## src/rtl/crc8_packet_framer.sv

```systemverilog
// Transmit-path byte framer: passes payload bytes through unchanged and appends a
// CRC-8 (MSB-first, non-reflected, no final XOR) computed over the packet's payload.
module crc8_packet_framer #(
   parameter logic [7:0] POLY = 8'h07,
   parameter logic [7:0] INIT = 8'h00
) (
   input  logic       clk,
   input  logic       rst_n,
   input  logic [7:0] in_data,
   input  logic       in_valid,
   input  logic       in_last,
   output logic       in_ready,
   output logic [7:0] out_data,
   output logic       out_valid,
   output logic       out_last,
   input  logic       out_ready
);

   typedef enum logic {
      PASS   = 1'b0,
      APPEND = 1'b1
   } state_t;

   state_t     state_reg;
   logic [7:0] crc_reg;
   logic [7:0] out_data_reg;
   logic       out_valid_reg;
   logic       out_last_reg;

   logic       free;
   logic       in_accept;
   logic [7:0] crc_next;
   logic [7:0] crc_step [0:8];

   // The output register can take a new beat when it is empty or being drained now.
   assign free      = !out_valid_reg || out_ready;
   assign in_ready  = (state_reg == PASS) && free;
   assign in_accept = in_valid && in_ready;

   // Eight unrolled shift steps of the {1,POLY} division, one per input bit, MSB first.
   assign crc_step[0] = crc_reg ^ in_data;
   generate
      for (genvar gi = 0; gi < 8; gi++) begin : g_crc_bit
         assign crc_step[gi+1] = {crc_step[gi][6:0], 1'b0} ^
                                 (crc_step[gi][7] ? POLY : 8'h00);
      end
   endgenerate
   assign crc_next = crc_step[8];

   always_ff @(posedge clk or negedge rst_n) begin
      if (!rst_n) begin
         state_reg     <= PASS;
         crc_reg       <= INIT;
         out_data_reg  <= 8'h00;
         out_valid_reg <= 1'b0;
         out_last_reg  <= 1'b0;
      end else begin
         case (state_reg)
            PASS: begin
               if (in_accept) begin
                  out_data_reg  <= in_data;
                  out_last_reg  <= 1'b0;
                  out_valid_reg <= 1'b1;
                  crc_reg       <= crc_next;
                  if (in_last) begin
                     state_reg <= APPEND;
                  end
               end else if (out_valid_reg && out_ready) begin
                  out_valid_reg <= 1'b0;
               end
            end
            APPEND: begin
               // crc_reg already covers the final payload byte accepted in PASS.
               if (free) begin
                  out_data_reg  <= crc_reg;
                  out_last_reg  <= 1'b1;
                  out_valid_reg <= 1'b1;
                  crc_reg       <= INIT;
                  state_reg     <= PASS;
               end
            end
            default: begin
               state_reg <= PASS;
            end
         endcase
      end
   end

   assign out_data  = out_data_reg;
   assign out_valid = out_valid_reg;
   assign out_last  = out_last_reg;

endmodule

```

## config.mk

```make
export PLATFORM = sky130hd
export DESIGN_NAME = crc8_packet_framer
export DESIGN_NICKNAME = d
export VERILOG_FILES = /design/src/rtl/crc8_packet_framer.sv
export SDC_FILE = /design/constraint.sdc
export NUM_CORES = 1
export LEC_CHECK = 0
export BUFFER_PORTS_ARGS = -buffer_cell sky130_fd_sc_hd__buf_2
export CAP_MARGIN = 20
export CELL_PAD_IN_SITES_DETAIL_PLACEMENT = 0
export CELL_PAD_IN_SITES_GLOBAL_PLACEMENT = 1
export CORE_MARGIN = 2
export CORE_UTILIZATION = 30
export DETAILED_ROUTE_END_ITERATION = 10
export PLACE_DENSITY = 0.64
export SLEW_MARGIN = 20
export SYNTH_ARGS = -nofsm -noshare
export SYNTH_HDL_FRONTEND = slang
export SYNTH_SLANG_ARGS = --single-unit
```

## constraint.sdc

```tcl
create_clock -name clk -period 1.4 [get_ports clk]
set_input_delay 0.07 -clock clk [delete_from_list [all_inputs] [get_ports clk]]
set_output_delay 0.07 -clock clk [all_outputs]
set_load 0.03 [all_outputs]
```

# After elaboration in Yosys (flattened, before gate mapping)
# Index checks and enable logic that the tools add are counted.
# Widths: inputs -> output; s select.
# word_totals
wordCells,49
memories,0
input_bits,13
ramBits,0
register_bits,19
latchBits,0
mem_bits_ro,0
# op_classes
n_bitwise,10
div,0
eq_ne,3
n_mux,24
n_addsub,0
order_cmp,0
reduce_logical,7
n_mul,0
shift,0
# ops
cell,n
$xor 8x3->8,8
$mux 8,4
$pmux 8 s2,2
$mux 3,8
$xor 8x8->8,1
$mux 1,7
$pmux 1 s2,3
$reduce_and 2->1,2
$logic_and 1x1->1,3
$ne 3x2->1 const B,1
$ne 2x1->1 const B,1
$ne 2x2->1 const B,1
$logic_not 1->1,1
$logic_or 1x1->1,1
$not 1->1,1

# Depth between registers and ports, before layout
# logic_depth
word_depth,19
ltp_mapped,6

# Worst setup path before layout
# No wires, ideal clock.
# synth_path
path_kind,register -> register
from,"register out_valid_reg, in the netlist out_valid"
to,register crc_reg[3]
stages_incl_launch_ff,6
arrival_ns,1.317
period_less_slack_ns,1.438
setup_ns,0.121
slack_ns,-0.038
path_cell_list,dfrtp_1 > nand2b_1 > buf_2 > and3_1 > buf_2 > a22o_2
# synth_via
elab_chain_len,6
word_cells_on_any_way,7
# synth_rtl
item,line,source
from (decl),27,logic out_valid_reg;
from (signal assigned),55,out_valid_reg <= 1'b0;
from (signal assigned),63,out_valid_reg <= 1'b1;
from (signal assigned),69,out_valid_reg <= 1'b0;
$logic_not 1->1 *,36,assign free = !out_valid_reg || out_ready;
$logic_or 1x1->1 *,36,
$logic_and 1x1->1,37,assign in_ready = (state_reg == PASS) && free;
$logic_and 1x1->1,38,assign in_accept = in_valid && in_ready;
$ne 2x2->1 (no line),-,
$reduce_and 2->1 (no line) *,-,
to (signal assigned),64,crc_reg <= crc_next;
to (decl),25,logic [7:0] crc_reg;
# Every way passes the cells marked *; elsewhere a longest branch is shown, timed or not.
# A chain may end at the register's enable or synchronous reset.

# Worst setup path after layout
# layout_path
from,register crc_reg[6]
to,register crc_reg[2]
# layout_via
elab_chain_len,13
# layout_rtl
item,line,source
$xor 8x8->8,41,assign crc_step[0] = crc_reg ^ in_data;
$xor 8x3->8,44,"assign crc_step[gi+1] = {crc_step[gi][6:0], 1'b0} ^"
$mux 3,45,(crc_step[gi][7] ? POLY : 8'h00);
$xor 8x3->8 (6 in a row),44,
$mux 3,45,
$xor 8x3->8,44,
$mux 8,60,if (in_accept) begin
$pmux 8 s2,58,case (state_reg)
# No other way between the ends. The select of a mux whose other input is x is not followed.

==> summary.log <==
INFO  status         run_status=finished clean
INFO  floorplanning  die-area=4300µm²
INFO  logic_synthesis synth.largest_area_cell=sky130_fd_sc_hd__dfrtp_1
INFO  timing         timing.final.setup_violations=0
INFO  global_route   busiest_layer=met2
INFO  logic_synthesis seq_area_frac_synth=41.8%
INFO  timing         slew_headroom=69.6%
INFO  logic_synthesis synth-simple-area-share=8.14%
INFO  drt            detailroute.via_count=882
INFO  logic_synthesis ys_async_sr_fraction=100%
INFO  clock_tree     clk_path_buf_depth=2
INFO  setup_path     critical_path_peak_fanout=3
INFO  logic_synthesis synth_top_area_share=41.8%
INFO  drt            wirelength=2580µm
INFO  clock_tree     tritoncts.num_buffers=3
INFO  setup_path     worst_ep_required_time=1540ps
INFO  flow_run       drv.max_cap_violation_count=0
INFO  cells_and_area flow.area_growth_from_synthesis=31.6%
INFO  timing         worstMarginPinSlew=457ps
INFO  placed_design  globalplace.congestion=0.745
INFO  clock_tree     tritoncts=yes
INFO  floorplanning  rows=22
INFO  clock_tree     clock_insertion_delay_worst_skew=260ps
INFO  cells_and_area final.fill_count=362
INFO  cells_and_area register_area=477µm²
INFO  setup_path     critical-path-max-stage-delay=420ps
INFO  logic_synthesis yosys_register_bits=19
INFO  drt            ant_nets=0
INFO  timing         period_share=98.0%
INFO  logic_synthesis post_synth_fa_ha_maj_area_fraction=0%
INFO  timing         skew=6.68ps
INFO  timing         fmax=729MHz
INFO  placed_design  io_port_bufs=23
INFO  clock_tree     cts_htree_levels=1
INFO  logic_synthesis synth.mux.area_fraction=3.52%
INFO  logic_synthesis synth_enable_flop_cells=0
INFO  drt            wl_per_cell=13.4µm
INFO  timing         fin_crit=1370ps
INFO  floorplanning  chipWidth=65.6µm
INFO  logic_synthesis yosys_warnings=0
INFO  logic_synthesis ranking_of_synthesized_cells_by_area=sky130_fd_sc_hd__dfrtp_1, sky130_fd_sc_hd__xnor2_1, sky130_fd_sc_hd__xnor3_1, sky130_fd_sc_hd__xnor2_2, sky130_fd_sc_hd__o22ai_1
INFO  setup_path     critPathCaptureType=flip-flop
INFO  placed_design  place.detailed.hpwl=1860µm
INFO  floorplanning  chipHeight=65.6µm
INFO  floorplanning  pin_count=24
INFO  cells_and_area multi_input_area=643µm²
INFO  setup_path     slowest_stage=sky130_fd_sc_hd__dfrtp_1
INFO  power          powerDensity=1970nW/µm²
INFO  global_route   globalRoute.totalOverflow=0
INFO  setup_path     cp_num_buf_inv=0
INFO  global_route   grt_max_degree=20
INFO  clock_tree     clock_tree.root_cell=sky130_fd_sc_hd__clkbuf_8
INFO  clock_tree     clk_pin_slew_worst_paths=80ps
INFO  setup_path     critPathKind=flip-flop to flip-flop
INFO  logic_synthesis ys_types=26
INFO  floorplanning  initial_utilization=31.1%
INFO  power          vdd.ir_drop.worst=0.683mV
INFO  timing         rsz0062_at_grt=true
INFO  global_route   grt_pass1_vias=829
INFO  power          power.leakage=0.712nW
INFO  placed_design  dp_cells=181
INFO  setup_path     worstSetupStartpointType=flip-flop
INFO  cells_and_area final_cells=192
INFO  logic_synthesis synth_top_family_by_area=XOR/XNOR gates
INFO  logic_synthesis postSynthAreaPerCell=10.9µm²
INFO  cells_and_area design.final.nets=158
INFO  cells_and_area final_core_density=40.9%
INFO  global_route   global_route.usage.total=12.5%
INFO  setup_path     path_cells=xor3_1, xnor3_1, a21oi_1, o22ai_1
INFO  logic_synthesis synth_area=1140µm²
INFO  global_route   use_met2=19.5%
INFO  timing         timing_hold_violations_final=0
INFO  floorplanning  placeableCoreArea=3660µm²
INFO  global_route   grt_first_pass_wirelength=4030µm
INFO  drt            detailedRoute.firstIterationViolations=26
INFO  timing         slew_limit_fails=0
INFO  drt            drc=0
INFO  clock_tree     clock_sink_count=19
INFO  cells_and_area antenna_cells=0
INFO  setup_path     cp_data_arrival_time=1510ps
INFO  logic_synthesis synth_top_flop_cell=sky130_fd_sc_hd__dfrtp_1
INFO  logic_synthesis synth_cells=104
INFO  global_route   groute.layer.met1.usage=17.3%
INFO  drt            detail_route.vias_per_cell=4.59
INFO  logic_synthesis synthXorXnorAreaFrac=26.5%
INFO  drt            drt_first_pass_iters=4
INFO  logic_synthesis syn_nets=117
INFO  global_route   initial_antenna_violation_count=0
INFO  setup_path     cell_class_contributing_the_biggest_share_of_worst_path_delay=XOR/XNOR gates
INFO  cells_and_area layout-drive-gt1-share=38.2%
INFO  logic_synthesis synth.cells.most_frequent=sky130_fd_sc_hd__dfrtp_1, sky130_fd_sc_hd__nand2_1, sky130_fd_sc_hd__o22ai_1, sky130_fd_sc_hd__xnor2_1, sky130_fd_sc_hd__a21oi_1
INFO  logic_synthesis synth_compound_area_share=16.1%
INFO  logic_synthesis post-synth-top-count-cell=sky130_fd_sc_hd__dfrtp_1
INFO  global_route   use_met3=2.40%
INFO  min_path       min_delay_path_class=primary input to flip-flop
## placed cells by master (no fill, tap or decap), types with 2 or more instances in the layout
cell type                  instances
sky130_fd_sc_hd__a21oi_1           7
sky130_fd_sc_hd__a22o_1            3
sky130_fd_sc_hd__buf_2            23
sky130_fd_sc_hd__buf_4            17
sky130_fd_sc_hd__clkbuf_8          3
sky130_fd_sc_hd__dfrtp_1          18
sky130_fd_sc_hd__inv_1             5
sky130_fd_sc_hd__mux2i_1           4
sky130_fd_sc_hd__nand2_1          11
sky130_fd_sc_hd__nand3b_1          3
sky130_fd_sc_hd__o21ai_0           5
sky130_fd_sc_hd__o21ai_1           2
sky130_fd_sc_hd__o22ai_1          10
sky130_fd_sc_hd__xnor2_1           8
sky130_fd_sc_hd__xnor2_2           6
sky130_fd_sc_hd__xnor3_1           3
sky130_fd_sc_hd__xor2_2            2
sky130_fd_sc_hd__xor3_1            2
## worst paths after layout
check	startpoint	endpoint	slack, ps	cells past startpoint
max reg2reg	crc_reg[6]	crc_reg[2]	30	4
max	crc_reg[6]	crc_reg[2]	30	4
min	in_last	state_reg	50	3
max in group asynchronous	rst_n	out_valid	780	2
min reg2reg	out_data[6]	out_data[6]	480	2
min in group asynchronous	rst_n	crc_reg[0]	290	2
## through the flow
stage	area [µm²]	setup slack (ps)	setup TNS [ps]	power (W)	hold WS, ps
floorplan	1140	25.5	0	0.00198	-226
global placement	1370	42.2	0	0.00233	46.6
detailed placement	1370	-22.2	-22.2	0.00237	49.1
CTS	1430	4.27	0	0.00284	47.6
global route	1500	-41.0	-168	0.00318	50.7
finish	1500	27.6	0	0.00295	53.6
## cells by family after synthesis
kind of cell | count (synthesis)
buffers and inverters | 10
multiplexers | 4
AO/OA/AOI/OAI | 30
AND/OR/NAND/NOR | 19
flip-flops | 19
XOR/XNOR | 22
## power breakdown
| part | switching [W] | internal, W | total (W) |
|---|---|---|---|
| clock network | 0.000196 | 0.000203 | 0.000399 |
| logic | 0.000738 | 0.000936 | 0.00167 |
| registers | 0.000161 | 0.000719 | 0.000880 |
## cell type report
| cell class | count | share of cell area, % |
|---|---|---|
| multi-input cells | 75 | 43.0 |
| clock buffers | 4 | 3.01 |
| repair buffers | 41 | 16.9 |
| flip-flops and latches | 19 | 31.9 |
| inverters | 5 | 1.25 |
| well taps | 48 | 4.01 |
## per-layer routing
layer	up-vias	wire (µm)
met5	-	0
met4	0	8
met3	2	106
met2	17	1230
met1	422	1230
li1	441	-
## what timing repair did
item / CTS / global route
setup endpoints to repair: 1 / 6
resized for setup: 0 / 5
hold endpoints to repair: 19 / 0
hold buffers: 1 / 0
buffers inserted: 1 / 5
pin swaps: 2 / 6
## worst min-delay path, cell delays in order
cell	delay (ps)
sky130_fd_sc_hd__buf_2	100
sky130_fd_sc_hd__nand2_1	50
sky130_fd_sc_hd__o22ai_1	60
No activity file was read; power rests on OpenSTA's default activity.
